<file path="src/rtl/trapez_shaper_seq.sv">
// Sequencer for a trapezoidal shaper: feeds ADC samples, settles, triggers, captures peaks, hands them off.
// Optional pile-up rejection is compiled in when TRAPEZ_PILEUP_REJECT_EN is defined.
module trapez_shaper_seq #(
   parameter int DATA_SIZE      = 16,
   parameter int FULL_SIZE      = 32,
   parameter int SETTLE_CYCLES  = 64,
   parameter int PEAK_WINDOW    = 32,
   parameter int HOLDOFF_CYCLES = 16
) (
   input  logic                 clk,
   input  logic                 reset,
   input  logic                 start,
   input  logic                 stop,
   input  logic [FULL_SIZE-1:0] threshold,
   input  logic [DATA_SIZE-1:0] adc_data,
   input  logic                 adc_valid,
   output logic [DATA_SIZE-1:0] shaper_input_data,
   output logic                 shaper_enable,
   input  logic [FULL_SIZE-1:0] shaper_output_data,
   input  logic                 shaper_output_valid,
   output logic [FULL_SIZE-1:0] peak_data,
   output logic                 peak_valid,
   input  logic                 peak_ready,
   output logic                 busy,
   output logic [2:0]           state_o,
   output logic [15:0]          pileup_cnt
);

   localparam int MAXP = (SETTLE_CYCLES > PEAK_WINDOW)
                         ? ((SETTLE_CYCLES > HOLDOFF_CYCLES) ? SETTLE_CYCLES : HOLDOFF_CYCLES)
                         : ((PEAK_WINDOW > HOLDOFF_CYCLES) ? PEAK_WINDOW : HOLDOFF_CYCLES);
   localparam int CW = $clog2(MAXP) + 1;
   localparam logic [CW-1:0] SETTLE_LAST = CW'(SETTLE_CYCLES - 1);
   localparam logic [CW-1:0] PEAK_LAST   = CW'(PEAK_WINDOW - 1);
   localparam logic [CW-1:0] HOLD_LAST   = CW'((HOLDOFF_CYCLES > 0) ? HOLDOFF_CYCLES - 1 : 0);

   typedef enum logic [2:0] {
      S_IDLE    = 3'd0,
      S_SETTLE  = 3'd1,
      S_ARMED   = 3'd2,
      S_PEAK    = 3'd3,
      S_REPORT  = 3'd4,
      S_HOLDOFF = 3'd5
   } state_t;

   state_t                r_state, w_state_nxt;
   logic [CW-1:0]         r_cnt, w_cnt_nxt;
   logic signed [FULL_SIZE-1:0] r_peak, w_peak_nxt;
   logic [FULL_SIZE-1:0]  r_peak_data, w_peak_data_nxt;
   logic                  r_peak_valid, w_peak_valid_nxt;
   logic                  r_stop_pend, w_stop_pend_nxt;
   logic signed [FULL_SIZE-1:0] r_thr;
   logic [DATA_SIZE-1:0]  r_in_data;
   logic                  r_enable;
   logic signed [FULL_SIZE-1:0] w_sdata, w_max;
   logic                  w_above, w_pileup;
`ifdef TRAPEZ_PILEUP_REJECT_EN
   logic                  r_below_seen, w_below_nxt;
   logic [15:0]           r_pileup, w_pileup_nxt;
`endif

   assign w_sdata = signed'(shaper_output_data);
   assign w_max   = (w_sdata > r_peak) ? w_sdata : r_peak;
   // Threshold is captured while ARMED so a pulse is judged against one stable level.
   assign w_above = (w_sdata > r_thr);
`ifdef TRAPEZ_PILEUP_REJECT_EN
   assign w_pileup = w_above && r_below_seen;
`else
   assign w_pileup = 1'b0;
`endif

   always_comb begin
      w_state_nxt      = r_state;
      w_cnt_nxt        = r_cnt;
      w_peak_nxt       = r_peak;
      w_peak_data_nxt  = r_peak_data;
      w_peak_valid_nxt = r_peak_valid;
      w_stop_pend_nxt  = r_stop_pend;
`ifdef TRAPEZ_PILEUP_REJECT_EN
      w_below_nxt      = r_below_seen;
      w_pileup_nxt     = r_pileup;
`endif
      case (r_state)
         S_IDLE: begin
            if (start && !stop) begin
               w_state_nxt = S_SETTLE;
               w_cnt_nxt   = '0;
`ifdef TRAPEZ_PILEUP_REJECT_EN
               w_pileup_nxt = '0;
`endif
            end
         end
         S_SETTLE: begin
            if (shaper_output_valid) begin
               if (r_cnt == SETTLE_LAST) begin
                  w_state_nxt = S_ARMED;
                  w_cnt_nxt   = '0;
               end else begin
                  w_cnt_nxt = r_cnt + 1'b1;
               end
            end
         end
         S_ARMED: begin
            if (shaper_output_valid && (w_sdata > signed'(threshold))) begin
               w_peak_nxt = w_sdata;
               w_cnt_nxt  = CW'(1);
`ifdef TRAPEZ_PILEUP_REJECT_EN
               w_below_nxt = 1'b0;
`endif
               if (PEAK_WINDOW == 1) begin
                  w_state_nxt      = S_REPORT;
                  w_peak_data_nxt  = w_sdata;
                  w_peak_valid_nxt = 1'b1;
               end else begin
                  w_state_nxt = S_PEAK;
               end
            end
         end
         S_PEAK: begin
            if (shaper_output_valid) begin
               w_peak_nxt = w_max;
`ifdef TRAPEZ_PILEUP_REJECT_EN
               if (!w_above) w_below_nxt = 1'b1;
`endif
               if (w_pileup) begin
                  w_state_nxt = S_HOLDOFF;
                  w_cnt_nxt   = '0;
`ifdef TRAPEZ_PILEUP_REJECT_EN
                  if (r_pileup != 16'hFFFF) w_pileup_nxt = r_pileup + 16'd1;
`endif
               end else if (r_cnt == PEAK_LAST) begin
                  w_state_nxt      = S_REPORT;
                  w_peak_data_nxt  = w_max;
                  w_peak_valid_nxt = 1'b1;
               end else begin
                  w_cnt_nxt = r_cnt + 1'b1;
               end
            end
         end
         S_REPORT: begin
            if (stop) w_stop_pend_nxt = 1'b1;
            if (peak_ready) begin
               w_peak_valid_nxt = 1'b0;
               w_cnt_nxt        = '0;
               w_stop_pend_nxt  = 1'b0;
               w_state_nxt      = (r_stop_pend || stop) ? S_IDLE : S_HOLDOFF;
            end
         end
         S_HOLDOFF: begin
            if (HOLDOFF_CYCLES == 0) begin
               w_state_nxt = S_ARMED;
            end else if (shaper_output_valid) begin
               if (r_cnt == HOLD_LAST) begin
                  w_state_nxt = S_ARMED;
                  w_cnt_nxt   = '0;
               end else begin
                  w_cnt_nxt = r_cnt + 1'b1;
               end
            end
         end
         default: w_state_nxt = S_IDLE;
      endcase
      // stop overrides everything except an in-flight report, which completes first.
      if (stop && (r_state != S_IDLE) && (r_state != S_REPORT)) begin
         w_state_nxt      = S_IDLE;
         w_cnt_nxt        = '0;
         w_peak_valid_nxt = 1'b0;
         w_stop_pend_nxt  = 1'b0;
      end
   end

   always_ff @(posedge clk or negedge reset) begin
      if (!reset) begin
         r_state      <= S_IDLE;
         r_cnt        <= '0;
         r_peak       <= '0;
         r_peak_data  <= '0;
         r_peak_valid <= 1'b0;
         r_stop_pend  <= 1'b0;
         r_thr        <= '0;
         r_in_data    <= '0;
         r_enable     <= 1'b0;
`ifdef TRAPEZ_PILEUP_REJECT_EN
         r_below_seen <= 1'b0;
         r_pileup     <= '0;
`endif
      end else begin
         r_state      <= w_state_nxt;
         r_cnt        <= w_cnt_nxt;
         r_peak       <= w_peak_nxt;
         r_peak_data  <= w_peak_data_nxt;
         r_peak_valid <= w_peak_valid_nxt;
         r_stop_pend  <= w_stop_pend_nxt;
         if (r_state == S_ARMED) r_thr <= signed'(threshold);
         r_in_data    <= adc_data;
         r_enable     <= adc_valid && (r_state != S_IDLE);
`ifdef TRAPEZ_PILEUP_REJECT_EN
         r_below_seen <= w_below_nxt;
         r_pileup     <= w_pileup_nxt;
`endif
      end
   end

   assign shaper_input_data = r_in_data;
   assign shaper_enable     = r_enable;
   assign peak_data         = r_peak_data;
   assign peak_valid        = r_peak_valid;
   assign busy              = (r_state != S_IDLE);
   assign state_o           = r_state;
`ifdef TRAPEZ_PILEUP_REJECT_EN
   assign pileup_cnt        = r_pileup;
`else
   assign pileup_cnt        = '0;
`endif

endmodule

</file>
<file path="config.mk">
export PLATFORM = sky130hd
export DESIGN_NAME = trapez_shaper_seq
export DESIGN_NICKNAME = d
export VERILOG_FILES = /design/src/rtl/trapez_shaper_seq.sv
export SDC_FILE = /design/constraint.sdc
export NUM_CORES = 1
export LEC_CHECK = 0
export BUFFER_PORTS_ARGS = -buffer_cell sky130_fd_sc_hd__buf_2
export CAP_MARGIN = 20
export CORE_ASPECT_RATIO = 1.5
export CORE_MARGIN = 3
export CORE_UTILIZATION = 35
export DETAILED_ROUTE_END_ITERATION = 10
export PLACE_DENSITY = 0.59
export SYNTH_ARGS = -nofsm -noshare
export SYNTH_HDL_FRONTEND = slang
export SYNTH_SLANG_ARGS = --single-unit
</file>
<file path="constraint.sdc">
create_clock -name clk -period 8.4 [get_ports clk]
set_clock_uncertainty 0.1 [all_clocks]
set_input_delay 0.84 -clock clk [delete_from_list [all_inputs] [get_ports clk]]
set_output_delay 0.84 -clock clk [all_outputs]
set_load 0.05 [all_outputs]
</file>
* After elaboration in Yosys (flattened, before gate mapping)
Cells that the tools add are included.
** Cells by class
- $add $sub $neg :: 1
- Magnitude comparators :: 2
- Equal/unequal tests :: 21
- Multiplexer cells :: 36
- Reduce and logical (&&, ||, !) cells :: 20
** Operator list (number)
- 2-to-1 mux 32 bit :: 3
- 2-to-1 mux 7 bit :: 10
- > comparator 32 bit :: 2
- one-hot mux 32 bit (2 select lines) :: 1
- one-hot mux 7 bit (6 select lines) :: 1
- 2-to-1 mux 3 bit :: 11
- inequality test 3 bit, second input constant :: 11
- one-hot mux 3 bit (6 select lines) :: 1
- AND reduction 9 bit :: 1
- nonzero test 3 bit :: 3
- 2-to-1 mux 1 bit :: 8
- AND reduction 8 bit :: 1
- adder 7 x 1 -> 7 bit, second input constant :: 1
- == test 7 x 4 -> 1 bit, second input constant :: 1
- == test 7 x 5 -> 1 bit, second input constant :: 1
- == test 7 x 6 -> 1 bit, second input constant :: 1
- nonzero test 7 bit :: 1
- == test 3 x 2 -> 1 bit, second input constant :: 2
- == test 3 bit, second input constant :: 2
- AND reduction 3 bit :: 2
- logical AND 1 bit :: 5
- inequality test 2 bit, second input constant :: 2
- AND reduction 4 bit :: 1
- nonzero test 2 bit :: 2
- other kinds (6) :: 6
** Word-level totals
- Bits in registers :: 93
- Input bits :: 87
- Output and inout bits :: 70

* Logic depth before layout (Yosys ltp)
- Word-level depth :: 5
- Depth in mapped cells :: 10

* Worst setup path before layout
OpenSTA, ideal clock, no wires.
- Path kind :: input to register
- Start point :: input shaper_output_data[26]
- End point :: register r_peak[10]
- Library setup time :: 125 ps
- Arrival time :: 3100 ps
- Required time :: 8175 ps
- Path slack :: 5075 ps
- Stages on the path :: 9
- Path through :: ha_1 -> nand4_2 -> or4_4 -> o31ai_2 -> a21oi_1 -> a221o_1 -> o211ai_4 -> buf_12 -> mux2_4
** Between the ends
- Word-level cells in the longest chain between the ends :: 4
** RTL lines
- start, declared :: line 19 : input logic [FULL_SIZE-1:0] shaper_output_data,
- > comparator 32 bit, on equally long branches :: line 63, 104
- 2-to-1 mux 32 bit / logical AND 1 bit (equally long branches) :: line 63, 104
- 2-to-1 mux 32 bit / inequality test 2 bit (equally long branches)
- one-hot mux 32 bit (2 select lines) / AND reduction 3 bit (equally long branches)
- end signal, assigned :: line 190 : r_peak <= w_peak_nxt;
- end, declared :: line 48 : logic signed [FULL_SIZE-1:0] r_peak, w_peak_nxt;
Parallel ways exist; a longest one is shown, timed or not. The select of a mux whose other input is x is not followed.
A chain may end at the register's enable or synchronous reset.

* Worst setup path after layout
- Start point :: input shaper_output_data[11]
- End point :: register r_peak_data[21], in the netlist peak_data[21]
** Between the ends
- Word-level cells in the longest chain between the ends :: 2
** RTL lines
- > comparator 32 bit :: line 63 : assign w_max = (w_sdata > r_peak) ? w_sdata : r_peak;
- 2-to-1 mux 32 bit :: line 63
- end signal, assigned :: line 191 : r_peak_data <= w_peak_data_nxt;
- end, declared :: line 49 : logic [FULL_SIZE-1:0] r_peak_data, w_peak_data_nxt;
Every way passes these cells.

==> flow_summary.toml <==
[timing]
timing_hold_violations_final = 0
setup_tns_ns = 0
whs_ns = 0.417
tightest_slew_ns = 0.792
setup_viol = 0
setup_ws_ns = 4.66
drv_slew = 0
relSlewSlack_pct = 47.2
clock.fmax_mhz = 267
rsz0062_at_grt = "false"
post-route-min-period_ns = 3.74
min_period_over_period_pct = 44.6

[floorplanning]
initial_core_util_pct = 35.9
ios = 157
num_rows = 57
chipWidth_um = 112
fp.dieH_um = 164
core_area_um2 = 16300
dieArea_um2 = 18400

[clock_network]
clkLatencyLatePin_ns = 0.34
cts_tree = "yes"
ctsHoldBuffers = 0
htreeDepth = 3
cts_root_buffer = "clkbuf_16"
cts_setup_buffers = 0
cts.sinks = 93
cts_inserted_buffers = 9
ctsResizeCount = 0
path_clk_slew_ns = 0.07
cts_buffer_depth = 2

[power_and_ir_drop]
combPwrFrac_pct = 44.0
swShare_pct = 37.9
switching_power_uw = 707
power_frac_clock_pct = 21.6
vdd_drop_max_uv = 110
leakagePower_uw = 0.00373
intPower_uw = 1160
cellPowerDensity_nw_per_um2 = 268
p_seq_share_pct = 34.4

[setup_path]
cpLargestDelayFamily = "compound AO/OA/AOI/OAI gates"
crit_fanout = 18
worstPathCellList = "buf_2 > ha_1 > nand4_1 > or4_1 > o31ai_2 > a21oi_1 > a41oi_4 > buf_4 > mux2i_1 > a21oi_1"
crit_required_ns = 8.49
cp-end-kind = "register"
path_class = "input port to register"
crit_top_cell = "a21oi_1"
cp_num_buf_inv = 2
worst_path_max_delay_cell = "a41oi_4"
slowest_delay_ns = 0.67
reg2regPathDepth = 10
startpoint_type = "input port"
arrival_ns = 3.83
critical_path_cell_count = 10

[detailed_routing]
via_per_inst = 4.87
drc = 0
antenna_left = 0
dr.pass1.iters = 4
vias = 4514
drtIter0Drc = 141
routed_wl_um = 13800
wl_per_cell_um = 14.9

[place]
gp_routability_congestion = 0.817
port-buffer-count = 140
dp_cells = 910
dp_hpwl_um = 10500
place_ws_ns = 4.25

[logic_synthesis]
ys_top_cells_by_area = "dfrtp_1 (40%), ha_1 (14%), mux2_4 (7.7%)"
syn_inst = 580
ys_dominant_reg_cell = "dfrtp_1"
synth_edf_count = 0
ys_warn_count = 0
syn_avg_cell_area_um2 = 10.1
ys_seq_area_share_pct = 39.7
ys_async_sr_fraction_pct = 100
yosys_register_bits = 93
yosysTopAreaCellShare_pct = 39.7
syn_area_um2 = 5860
synth_cell_types = 57
synth_largest_area_cell = "dfrtp_1"

[global_routing]
grt-ovfl-total = 0
grt_max_degree = 65
track_usage_pct = 15.5
grt_pass1_wl_um = 23000
grt_pass1_vias = 4616
antenna_found_initial = 0

[job]
max_cap_violations = 0

[finish]
drive_gt1_share_pct = 28.2
final_common_cell = "buf_2"
area_growth_pct = 19.0
stdcell_count = 927
fillers = 1631
num_antenna_cells = 0
utilization_pct = 42.7
nNetsFinal = 868
final_cell_mix = "buf_2 (139), dfrtp_1 (93), inv_1 (69), a21oi_1 (67), ha_1 (65)"

[outcome]
status = "finished, final reports clean"

[hold_path]
hold_class = "input port to async pin"
-- sequential cells by signal (all words and copies together) (netlist names) --
signal and cells:
shaper_enable 1, state_o 3, r_cnt 7, peak_data 32, r_peak 32, r_stop_pend 1
peak_valid 1, shaper_input_data 16
-- routing by layer --
metal  part of all wire, %  wire length, um  up-vias  global-route usage [%]
li1                      -                -     2276                       -
met1                    43             5860     2099                    19.0
met2                    50             6890      120                    27.4
met3                   4.9              674       19                    2.60
met4                   2.5              342        0                    5.53
met5                     0                0        -                       0
-- through the flow --
step           total power [uW]  cell area [um2]
2_1_floorplan              1320             5910
3_3_place_gp               1470             6650
3_5_place_dp               1470             6650
4_1_cts                    1900             6940
5_1_grt                    2020             6970
6_report                   1870             6970
-- cell usage after synthesis, drive strengths merged, types with 11 or more instances --
cell type / count
a21oi: 67
buf: 25
dfrtp: 93
ha: 65
inv: 69
mux2: 32
mux2i: 34
nand2: 29
nand4: 11
nor2: 52
o21ai: 23
-- layout make-up --
| class | instances | area, um2 | share of cell area, % |
|---|---|---|---|
| multi-input cells | 399 | 3080 | 44.2 |
| flip-flops and latches | 93 | 2330 | 33.4 |
| repair buffers | 144 | 753 | 10.8 |
| inverters | 69 | 259 | 3.72 |
| well taps | 206 | 258 | 3.70 |
| clock buffers | 10 | 229 | 3.29 |
| clock inverters | 6 | 63.8 | 0.916 |
-- worst paths after layout --
kind / startpoint / to / slack, ns
worst max-delay path: shaper_output_data[11] / peak_data[21] / 4.66
worst min-delay path: reset / r_stop_pend / 0.42
worst max register to register: r_peak[11] / peak_data[21] / 4.87
worst min register to register: peak_valid / peak_valid / 0.42
max in group asynchronous: reset / r_peak[24] / 6.74
min in group clk: peak_valid / peak_valid / 0.42
-- cells by family (layout without fill, tap and decap cells) --
group / Yosys count / in the layout / share of synthesized area, %
fa+ha+maj: 65 / 65 / 13.9
simple gates: 128 / 128 / 10.5
buf+inv: 103 / 229 / 8.87
compound gates: 124 / 124 / 13.1
flops: 93 / 93 / 39.7
mux: 66 / 66 / 13.9
other cells: 1 / 16 / 0.0640
-- worst register-to-register path, stage by stage (launching register included) --
cell and delay (ns):
dfrtp_1 0.37, inv_1 0.05, ha_1 0.30, nand4_1 0.16, or4_1 0.61, o31ai_2 0.21, a21oi_1 0.11, a41oi_4 0.67
buf_4 0.46, mux2i_1 0.25, a21oi_1 0.08
-- power by group through the flow --
| stage | Combinational [uW] | Clock, uW | Sequential (uW) |
|---|---|---|---|
| after CTS | 832 | 422 | 641 |
| after floorplan | 656 | 0 | 661 |
| after global placement | 818 | 0 | 648 |
| after detailed placement | 827 | 0 | 648 |
| final | 821 | 404 | 642 |
| after global routing | 919 | 438 | 659 |
Note: power is estimated with default switching activity, not from simulation.
